**config.mk**
```make
export PLATFORM = sky130hd
export DESIGN_NAME = bcd_signed_addsub_seq
export DESIGN_NICKNAME = d
export VERILOG_FILES = /design/src/rtl/bcd_addsub_pkg.sv /design/src/rtl/bcd_digit_addsub.sv /design/src/rtl/bcd_signed_addsub_seq.sv
export SDC_FILE = /design/constraint.sdc
export NUM_CORES = 1
export LEC_CHECK = 0
export CORE_ASPECT_RATIO = 0.9
export CORE_UTILIZATION = 58
export CTS_CLUSTER_DIAMETER = 120
export CTS_CLUSTER_SIZE = 14
export DETAILED_ROUTE_END_ITERATION = 10
export PLACE_DENSITY = 0.9
export SETUP_SLACK_MARGIN = 0.02
export SYNTH_ARGS = -nofsm -noshare
export SYNTH_HDL_FRONTEND = slang
export SYNTH_SLANG_ARGS = --single-unit
export TNS_END_PERCENT = 10
```
**constraint.sdc**
```tcl
create_clock -name clk -period 8.4 [get_ports clk]
set_clock_uncertainty 0.1 [all_clocks]
set_input_delay 1.26 -clock clk [delete_from_list [all_inputs] [get_ports clk]]
set_output_delay 1.26 -clock clk [all_outputs]
set_load 0.1 [all_outputs]
```
**src/rtl/bcd_addsub_pkg.sv**
```systemverilog
// Shared types and constants for the signed BCD add/subtract engine.
// Includes a digit-legality helper used when operands are accepted.
package bcd_addsub_pkg;

  localparam int NDIG_DEF = 3;
  localparam int CNT_W    = $clog2(NDIG_DEF);

  typedef logic [3:0] digit_t;

  localparam digit_t BCD_MAX  = 4'd9;
  localparam digit_t BCD_CORR = 4'd6;

  typedef enum logic [1:0] {
    IDLE,
    DIG,
    DONE
  } state_t;

  // True when every nibble of v is a legal BCD digit.
  function automatic logic bcd_ok(input logic [4*NDIG_DEF-1:0] v);
    bcd_ok = 1'b1;
    for (int i = 0; i < NDIG_DEF; i++) begin
      if (v[4*i +: 4] > BCD_MAX) bcd_ok = 1'b0;
    end
  endfunction

endpackage

```
**src/rtl/bcd_digit_addsub.sv**
```systemverilog
// Combinational single-digit BCD adder/subtractor with carry/borrow in and out.
// The top module time-shares one instance across all digit positions.
module bcd_digit_addsub
  import bcd_addsub_pkg::*;
(
  input  digit_t x,
  input  digit_t y,
  input  logic   cin,
  input  logic   sub,
  output digit_t digit,
  output logic   cout
);

  logic [4:0] sum;
  logic [4:0] diff;
  logic [4:0] corr;

  // NOTE: every output of a combinational block gets a default first, so no
  // path through the if/else can leave it unassigned and infer a latch.
  always_comb begin
    digit = '0;
    cout  = 1'b0;
    sum   = {1'b0, x} + {1'b0, y} + {4'b0, cin};
    diff  = {1'b0, x} - {1'b0, y} - {4'b0, cin};
    corr  = sum + {1'b0, BCD_CORR};
    if (sub) begin
      // A negative difference shows up as bit 4 set; adding ten wraps it back
      // into 0..9 in the low nibble.
      if (diff[4]) begin
        digit = diff[3:0] + 4'd10;
        cout  = 1'b1;
      end else begin
        digit = diff[3:0];
      end
    end else begin
      if (sum > {1'b0, BCD_MAX}) begin
        digit = corr[3:0];
        cout  = 1'b1;
      end else begin
        digit = sum[3:0];
      end
    end
  end

endmodule

```
**src/rtl/bcd_signed_addsub_seq.sv**
```systemverilog
// Sequential signed NDIG-digit BCD add/subtract, one digit per cycle LSB first.
// Comparator flags order the operands so subtraction always yields a magnitude.
module bcd_signed_addsub_seq
  import bcd_addsub_pkg::*;
#(
  parameter int NDIG = NDIG_DEF
) (
  input  logic            clk,
  input  logic            rst_n,
  input  logic            in_valid,
  output logic            in_ready,
  input  logic            op,
  input  logic            sign_a,
  input  logic [4*NDIG-1:0] a,
  input  logic            sign_b,
  input  logic [4*NDIG-1:0] b,
  input  logic            cmp_l,
  input  logic            cmp_e,
  input  logic            cmp_g,
  output logic            out_valid,
  input  logic            out_ready,
  output logic            res_sign,
  output logic [4*NDIG-1:0] res,
  output logic            ovf,
  output logic            err
);

  localparam int W = 4 * NDIG;

  state_t state, state_nxt;

  logic [CNT_W-1:0] cnt;
  logic [W-1:0]     x_sh, y_sh, acc;
  logic             carry, sub_r, sign_r, kill_r, err_r;

  logic             accept, last;
  logic             eff_sub, one_hot, bad, sel_swap, acc_sign;
  digit_t           dig;
  logic             dcout;
  logic [W-1:0]     acc_nxt;
  logic             fin_ovf;

  assign accept  = in_valid & in_ready;
  assign last    = (cnt == CNT_W'(NDIG - 1));
  assign acc_nxt = {dig, acc[W-1:4]};
  assign fin_ovf = ~sub_r & dcout;
  assign err     = err_r;

  // Operand ordering and error detection, evaluated on the accept cycle.
  always_comb begin
    eff_sub  = sign_a ^ sign_b ^ op;
    one_hot  = ({cmp_l, cmp_e, cmp_g} == 3'b100) ||
               ({cmp_l, cmp_e, cmp_g} == 3'b010) ||
               ({cmp_l, cmp_e, cmp_g} == 3'b001);
    bad      = !bcd_ok(a) || !bcd_ok(b) || !one_hot;
    sel_swap = eff_sub & cmp_l;
    acc_sign = sel_swap ? (sign_b ^ op) : sign_a;
  end

  bcd_digit_addsub u_digit (
    .x     (x_sh[3:0]),
    .y     (y_sh[3:0]),
    .cin   (carry),
    .sub   (sub_r),
    .digit (dig),
    .cout  (dcout)
  );

  // NOTE: state registers use non-blocking assignments so every flop samples
  // the pre-edge value of its neighbours regardless of statement order.
  always_ff @(posedge clk or negedge rst_n) begin
    if (!rst_n) state <= IDLE;
    else        state <= state_nxt;
  end

  always_comb begin
    state_nxt = state;
    in_ready  = 1'b0;
    out_valid = 1'b0;
    case (state)
      IDLE: begin
        in_ready = 1'b1;
        if (in_valid) state_nxt = DIG;
      end
      DIG: begin
        if (last) state_nxt = DONE;
      end
      DONE: begin
        out_valid = 1'b1;
        if (out_ready) state_nxt = IDLE;
      end
      default: state_nxt = IDLE;
    endcase
  end

  always_ff @(posedge clk or negedge rst_n) begin
    if (!rst_n) begin
      cnt      <= '0;
      x_sh     <= '0;
      y_sh     <= '0;
      acc      <= '0;
      carry    <= 1'b0;
      sub_r    <= 1'b0;
      sign_r   <= 1'b0;
      kill_r   <= 1'b0;
      err_r    <= 1'b0;
      res      <= '0;
      res_sign <= 1'b0;
      ovf      <= 1'b0;
    end else begin
      if (accept) begin
        cnt    <= '0;
        x_sh   <= sel_swap ? b : a;
        y_sh   <= sel_swap ? a : b;
        acc    <= '0;
        carry  <= 1'b0;
        sub_r  <= eff_sub;
        sign_r <= acc_sign;
        // Equal magnitudes under subtraction and any error force a clean zero.
        kill_r <= bad | (eff_sub & cmp_e);
        err_r  <= bad;
      end else if (state == DIG) begin
        cnt   <= cnt + 1'b1;
        x_sh  <= x_sh >> 4;
        y_sh  <= y_sh >> 4;
        acc   <= acc_nxt;
        carry <= dcout;
        if (last) begin
          res      <= kill_r ? '0 : acc_nxt;
          ovf      <= ~kill_r & fin_ovf;
          // A true zero never carries a negative sign.
          res_sign <= (kill_r || (acc_nxt == '0 && !fin_ovf)) ? 1'b0 : sign_r;
        end
      end else if (state == DONE && out_ready) begin
        err_r <= 1'b0;
      end
    end
  end

endmodule

```
==> results by group, run 1 <==
Clock tree
  – CTS root buf: clkbuf_8
  – CTS sink count: 55
  – Clock buffer depth: 2
  – Reg clk slew, reported paths: 0.11 ns
  – Post-CTS sizing: 0
  – TritonCTS clock tree: yes
  – # hold bufs at CTS: 0
  – H-tree Lvls: 2
  – Post-CTS setup buffers: 0
  – Clk_lat worst skew: 0.32 ns
  – TritonCTS buffer count: 5

Route
  – Post-DR vias/cell: 5.80
  – 1st-pass router iterations: 5
  – Final WL: 6.97 mm
  – Post-DR wirelength/cell: 15.2 um
  – Starting DRC count in detailed routing: 231
  – Via Count: 2661
  – Drt drc: 0
  – Detail Route Antenna Nets: 0

Timing
  – Pins Over Slew Limit: 0
  – Fmax: 284 MHz
  – Worst-margin pin slew: 1.09 ns
  – WHS: 0.389 ns
  – Final Hold Vio Count: 0
  – Final setup viols: 0
  – Final min period: 3.52 ns
  – Slew HR: 0.269
  – Setup_tns: 0 ns
  – Worst setup margin: 4.88 ns
  – RSZ-0062 raised after global routing: no
  – Tcrit/Tclk final: 0.419

Synthesis
  – Share of synthesized registers carrying an async set or reset: 1.00
  – Cell count after synthesis: 351
  – Ys flop type: dfrtp_1
  – #FFs+latches synth: 55
  – Ys Warns: 0
  – Distinct cells, synth: 45
  – Mean Syn Cell Area: 9.10 um2
  – Sequential fraction of the synthesis area: 0.431
  – Post-synth EDFFs: 0
  – Cell Area, Synth: 3190 um2
  – Post-synthesis net count: 401

Worst setup path
  – FF-to-FF setup slack: 5.31 ns
  – Worst Path Required: 8.46 ns
  – End of the critical path: y_sh[0]
  – Crit path launch: op
  – WP data arrival: 3.58 ns
  – Crit Path Category: in -> reg
  – CP max FO: 24
  – R2R Path End: res_sign
  – Reg2Reg Depth: 9
  – Worst R2R Start: carry
  – Crit. End Element: flop
  – Worst Setup Start Kind: input pin

Layout
  – Synthesis-to-layout area growth: 19.1%
  – Final Net Count: 441
  – Diode count: 0
  – Post-layout util: 0.720
  – Layout cell share with drive strength beyond 1: 0.0587

Global routing
  – Global route overflow: 0
  – Initial antenna violation count: 0
  – Vias in the first global route: 2610
  – Largest net degree at the start of global routing: 67
  – GRT Util Overall: 0.269
  – First-pass GRT wire length: 11.9 mm

Placed design
  – Port bufs: 50
  – DP Worst Slack: 4.54 ns
  – HPWL Detailed: 5.00 mm
  – Routability Congestion: 0.819

Floorplanning
  – Die height: 72.4 um
  – Die ar.: 5810 um2
  – FP Rows: 25
  – DIE WIDTH: 80.2 um
  – CORE AREA: 5290 um2
  – Io pins: 51
  – Starting density of the core: 0.604

Run
  – Max capacitance violation total: 0

Min path
  – HP Class: reg -> reg

Outcome
  – Status: finished, final reports clean
-- sequential cells by signal, summed over array words and instances, names as in the netlist --
signal	count
err	1
kill_r	1
carry	1
state	2
res_sign	1
sub_r	1
sign_r	1
res	12
y_sh	12
ovf	1
acc	8
x_sh	12
cnt	2
-- routing by layer --
layer / global-route usage / vias to the layer above / wire [um]
li1: - / 1296 / -
met1: 0.350 / 1276 / 3070
met2: 0.455 / 75 / 3490
met3: 0.0528 / 14 / 277
met4: 0.0833 / 0 / 124
met5: 0 / - / 0
-- layout make-up --
cell class / count / area (um2)
Inverter: 12 / 45.0
Multi-Input combinational cell: 264 / 1690
Clock buffer: 5 / 68.8
Timing Repair Buffer: 53 / 518
Sequential cell: 55 / 1380
Clock inverter: 3 / 22.5
Fill cell: 393 / 1480
Tap cell: 67 / 83.8
-- worst max-delay path: stages --
cell and delay (ns):
clkdlybuf4s50_1 0.42, xnor2_1 0.23, xnor2_1 0.20, nand2_1 0.69, mux2_1 0.60, nor2_1 0.12, a21oi_1 0.06
-- worst min path at each step --
| stage | start | to | slack (ns) | depth (start not counted) |
|---|---|---|---|---|
| final | res[4] | res[4] | 0.39 | 2 |
| after global routing | res[1] | res[1] | 0.43 | 2 |
| after CTS | res[4] | res[4] | 0.39 | 2 |
| after detailed placement | res[4] | res[4] | 0.37 | 2 |
| after global placement | res[6] | res[6] | 0.36 | 2 |
| after floorplan | sign_r | sign_r | 0.35 | 2 |
-- cell usage after synthesis, drive strengths merged, types with 2 or more instances --
master	number	area share
nand2	56	0.066
and3	2	0.0039
mux2	17	0.060
o21bai	2	0.0059
mux2i	10	0.031
a21oi	11	0.017
inv	12	0.014
dfrtp	55	0.43
nand2b	13	0.026
clkbuf	14	0.016
nor4	3	0.0059
xor2	5	0.014
a31oi	12	0.024
fa	4	0.025
o21ai	44	0.069
xnor2	4	0.011
nor2	27	0.032
a211o	2	0.0055
ha	12	0.047
nand3	21	0.033
a22o	2	0.0055
a211oi	2	0.0063
buf	6	0.010
-- cells in the final DEF (no fill, tap or decap), drive strengths merged, types with 4 or more instances in the layout --
master	n
a21oi	11
a31oi	12
buf	4
clkbuf	5
clkdlybuf4s50	49
dfrtp	55
fa	4
ha	12
inv	13
mux2	17
mux2i	10
nand2	56
nand2b	13
nand3	21
nor2	27
o21ai	44
xnor2	4
xor2	5
-- cell families after synthesis --
family / count (synthesis) / share of synthesized area
AOI/OAI and AO/OA: 82 / 0.152
muxes: 27 / 0.0913
buffers and inverters: 32 / 0.0407
and+or+nand+nor: 129 / 0.181
xor gates and xnor gates: 10 / 0.0317
adders and majority gates: 16 / 0.0721
DFF: 55 / 0.431
-- metrics by stage --
step / instances / instance area, um2
floorplan: 351 / 3190
global placement: 451 / 3710
detailed placement: 451 / 3710
CTS: 459 / 3800
global route: 459 / 3800
finish: 459 / 3800
Power of run 1 is left out: the tool's default activity adds up to more than one toggle a clock period on the data nets, which glitch-free logic cannot reach.
==> run 2: changes to the inputs <==
Settings changed: CORE_UTILIZATION 58 to 54, PLACE_DENSITY 0.9 to 0.85.
Clock period 8.4 ns to 3.6 ns, I/O delays scaled along.
==> run 2 against run 1 <==
Worst hold slack got worse by 0.21 ns. Worst setup slack got worse by 4.4 ns. Die area rose by 7.2%. Design area rose by 0.26%. First-iteration DRC count decreased by 17%. Critical path type is now reg -> reg. Critical endpoint is now res_sign. Highest routed layer unchanged.
==> results by group, run 2 (same netlist as run 1, synthesis figures left out) <==
Floorplanning
  – DIE WIDTH: 83.1 um
  – Die height: 75.0 um
  – Io pins: 51
  – FP Rows: 26
  – CORE AREA: 5690 um2
  – Starting density of the core: 0.561
  – Die ar.: 6230 um2

Timing
  – Slew HR: 0.292
  – Fmax: 322 MHz
  – Setup_tns: 0 ns
  – Tcrit/Tclk final: 0.862
  – Final min period: 3.10 ns
  – Pins Over Slew Limit: 0
  – Final setup viols: 0
  – RSZ-0062 raised after global routing: no
  – Final Hold Vio Count: 0
  – Worst-margin pin slew: 1.06 ns

Clock tree
  – CTS sink count: 55
  – TritonCTS clock tree: yes
  – CTS root buf: clkbuf_8
  – H-tree Lvls: 2
  – Post-CTS setup buffers: 0
  – Post-CTS sizing: 0
  – TritonCTS buffer count: 5
  – # hold bufs at CTS: 0
  – Reg clk slew, reported paths: 0.10 ns
  – Clk_lat worst skew: 0.31 ns
  – Clock buffer depth: 2

Route
  – Final WL: 6.86 mm
  – Via Count: 2630
  – 1st-pass router iterations: 4
  – Post-DR vias/cell: 5.68
  – Post-DR wirelength/cell: 14.8 um
  – Detail Route Antenna Nets: 0
  – Drt drc: 0
  – Starting DRC count in detailed routing: 192

Worst setup path
  – Crit-path slowest cell: a2111oi_0
  – Most used cell, CP: fa_1
  – CP max stage delay: 0.53 ns
  – Reg2Reg Depth: 9
  – FF-to-FF setup slack: 0.50 ns
  – Worst Path Required: 3.69 ns
  – Critical-path cell list: fa_1 > fa_1 > xor2_1 > ha_1 > inv_1 > a2111oi_0 > a211o_1 > a31o_1 > o211ai_2
  – Crit Path Category: reg -> reg
  – Crit. End Element: flop
  – Worst R2R Start: carry
  – Worst Path Buf+Inv: 1
  – CP delay by family, top: adder cells
  – WP data arrival: 3.19 ns
  – CP max FO: 3
  – R2R Path End: res_sign
  – Worst Setup Start Kind: flop

Global routing
  – Initial antenna violation count: 0
  – Global route overflow: 0
  – GRT Util Overall: 0.241
  – Largest net degree at the start of global routing: 67
  – First-pass GRT wire length: 12.0 mm
  – Vias in the first global route: 2552

Run
  – Max capacitance violation total: 0

Placed design
  – HPWL Detailed: 4.89 mm
  – Routability Congestion: 0.833
  – Port bufs: 50

Layout
  – Biggest regs: res (12), x_sh (12), y_sh (12)
  – Synthesis-to-layout area growth: 19.4%
  – Diode count: 0
  – Layout cell share with drive strength beyond 1: 0.0636
  – Most frequent cells in the layout: nand2_1, dfrtp_1, clkdlybuf4s50_1, o21ai_0, nor2_1
  – Final Net Count: 442

Min path
  – HP Class: in -> async

Outcome
  – Status: finished, final reports clean
[run 2: cell types whose count changed in the layout (fill, tap and decap cells not counted)]
cell             before  now
inv_6                 1    0
clkdlybuf4s50_1      49   47
clkbuf_8              5    6
clkbuf_1              0    1
buf_4                 3    6
clkinv_2              1    0
[run 2: how the worst max path moves through the flow]
stage | startpoint | end | slack, ns | cells past startpoint
after floorplan | state[0] | err | 0.81 | 6
final | carry | res_sign | 0.50 | 9
after global placement | carry | res_sign | 0.68 | 9
after global routing | carry | res_sign | 0.38 | 9
after CTS | carry | res_sign | 0.50 | 9
after detailed placement | carry | res_sign | 0.53 | 9
[run 2: worst register-to-register path, delay by kind of cell (launching register included)]
kind                       cells  cell delay, ns
AOI/OAI and AO/OA              4            1.01
buffers and inverters          1            0.06
DFF                            1            0.42
xor gates and xnor gates       1            0.27
adders and majority gates      3            1.14
[run 2: cell type report]
| class | count | area [um2] |
|---|---|---|
| timing repair buffer | 54 | 520 |
| sequential | 55 | 1380 |
| tap | 70 | 87.6 |
| fill | 459 | 1880 |
| clock buffer | 7 | 86.3 |
| multi-input combinational | 264 | 1690 |
| clock inverter | 1 | 8.76 |
| inverter | 12 | 45.0 |
[run 2: metal layers]
layer,part of all wire,vias up,GRT usage
met4,0.017,0,0.0766
met2,0.49,64,0.413
met3,0.036,12,0.0450
li1,-,1298,-
met1,0.46,1256,0.319
met5,0,-,0
[run 2: stage by stage]
step	cell area, um2	hold WS [ns]	instances	setup WS [ns]	util
floorplan	3190	0.144	351	0.814	-
global placement	3720	0.367	455	0.676	0.653
detailed placement	3720	0.375	455	0.534	0.653
CTS	3810	0.196	463	0.501	0.670
global route	3810	0.236	463	0.384	0.670
finish	3810	0.179	463	0.498	0.670
Power of run 2 is left out for the same reason.
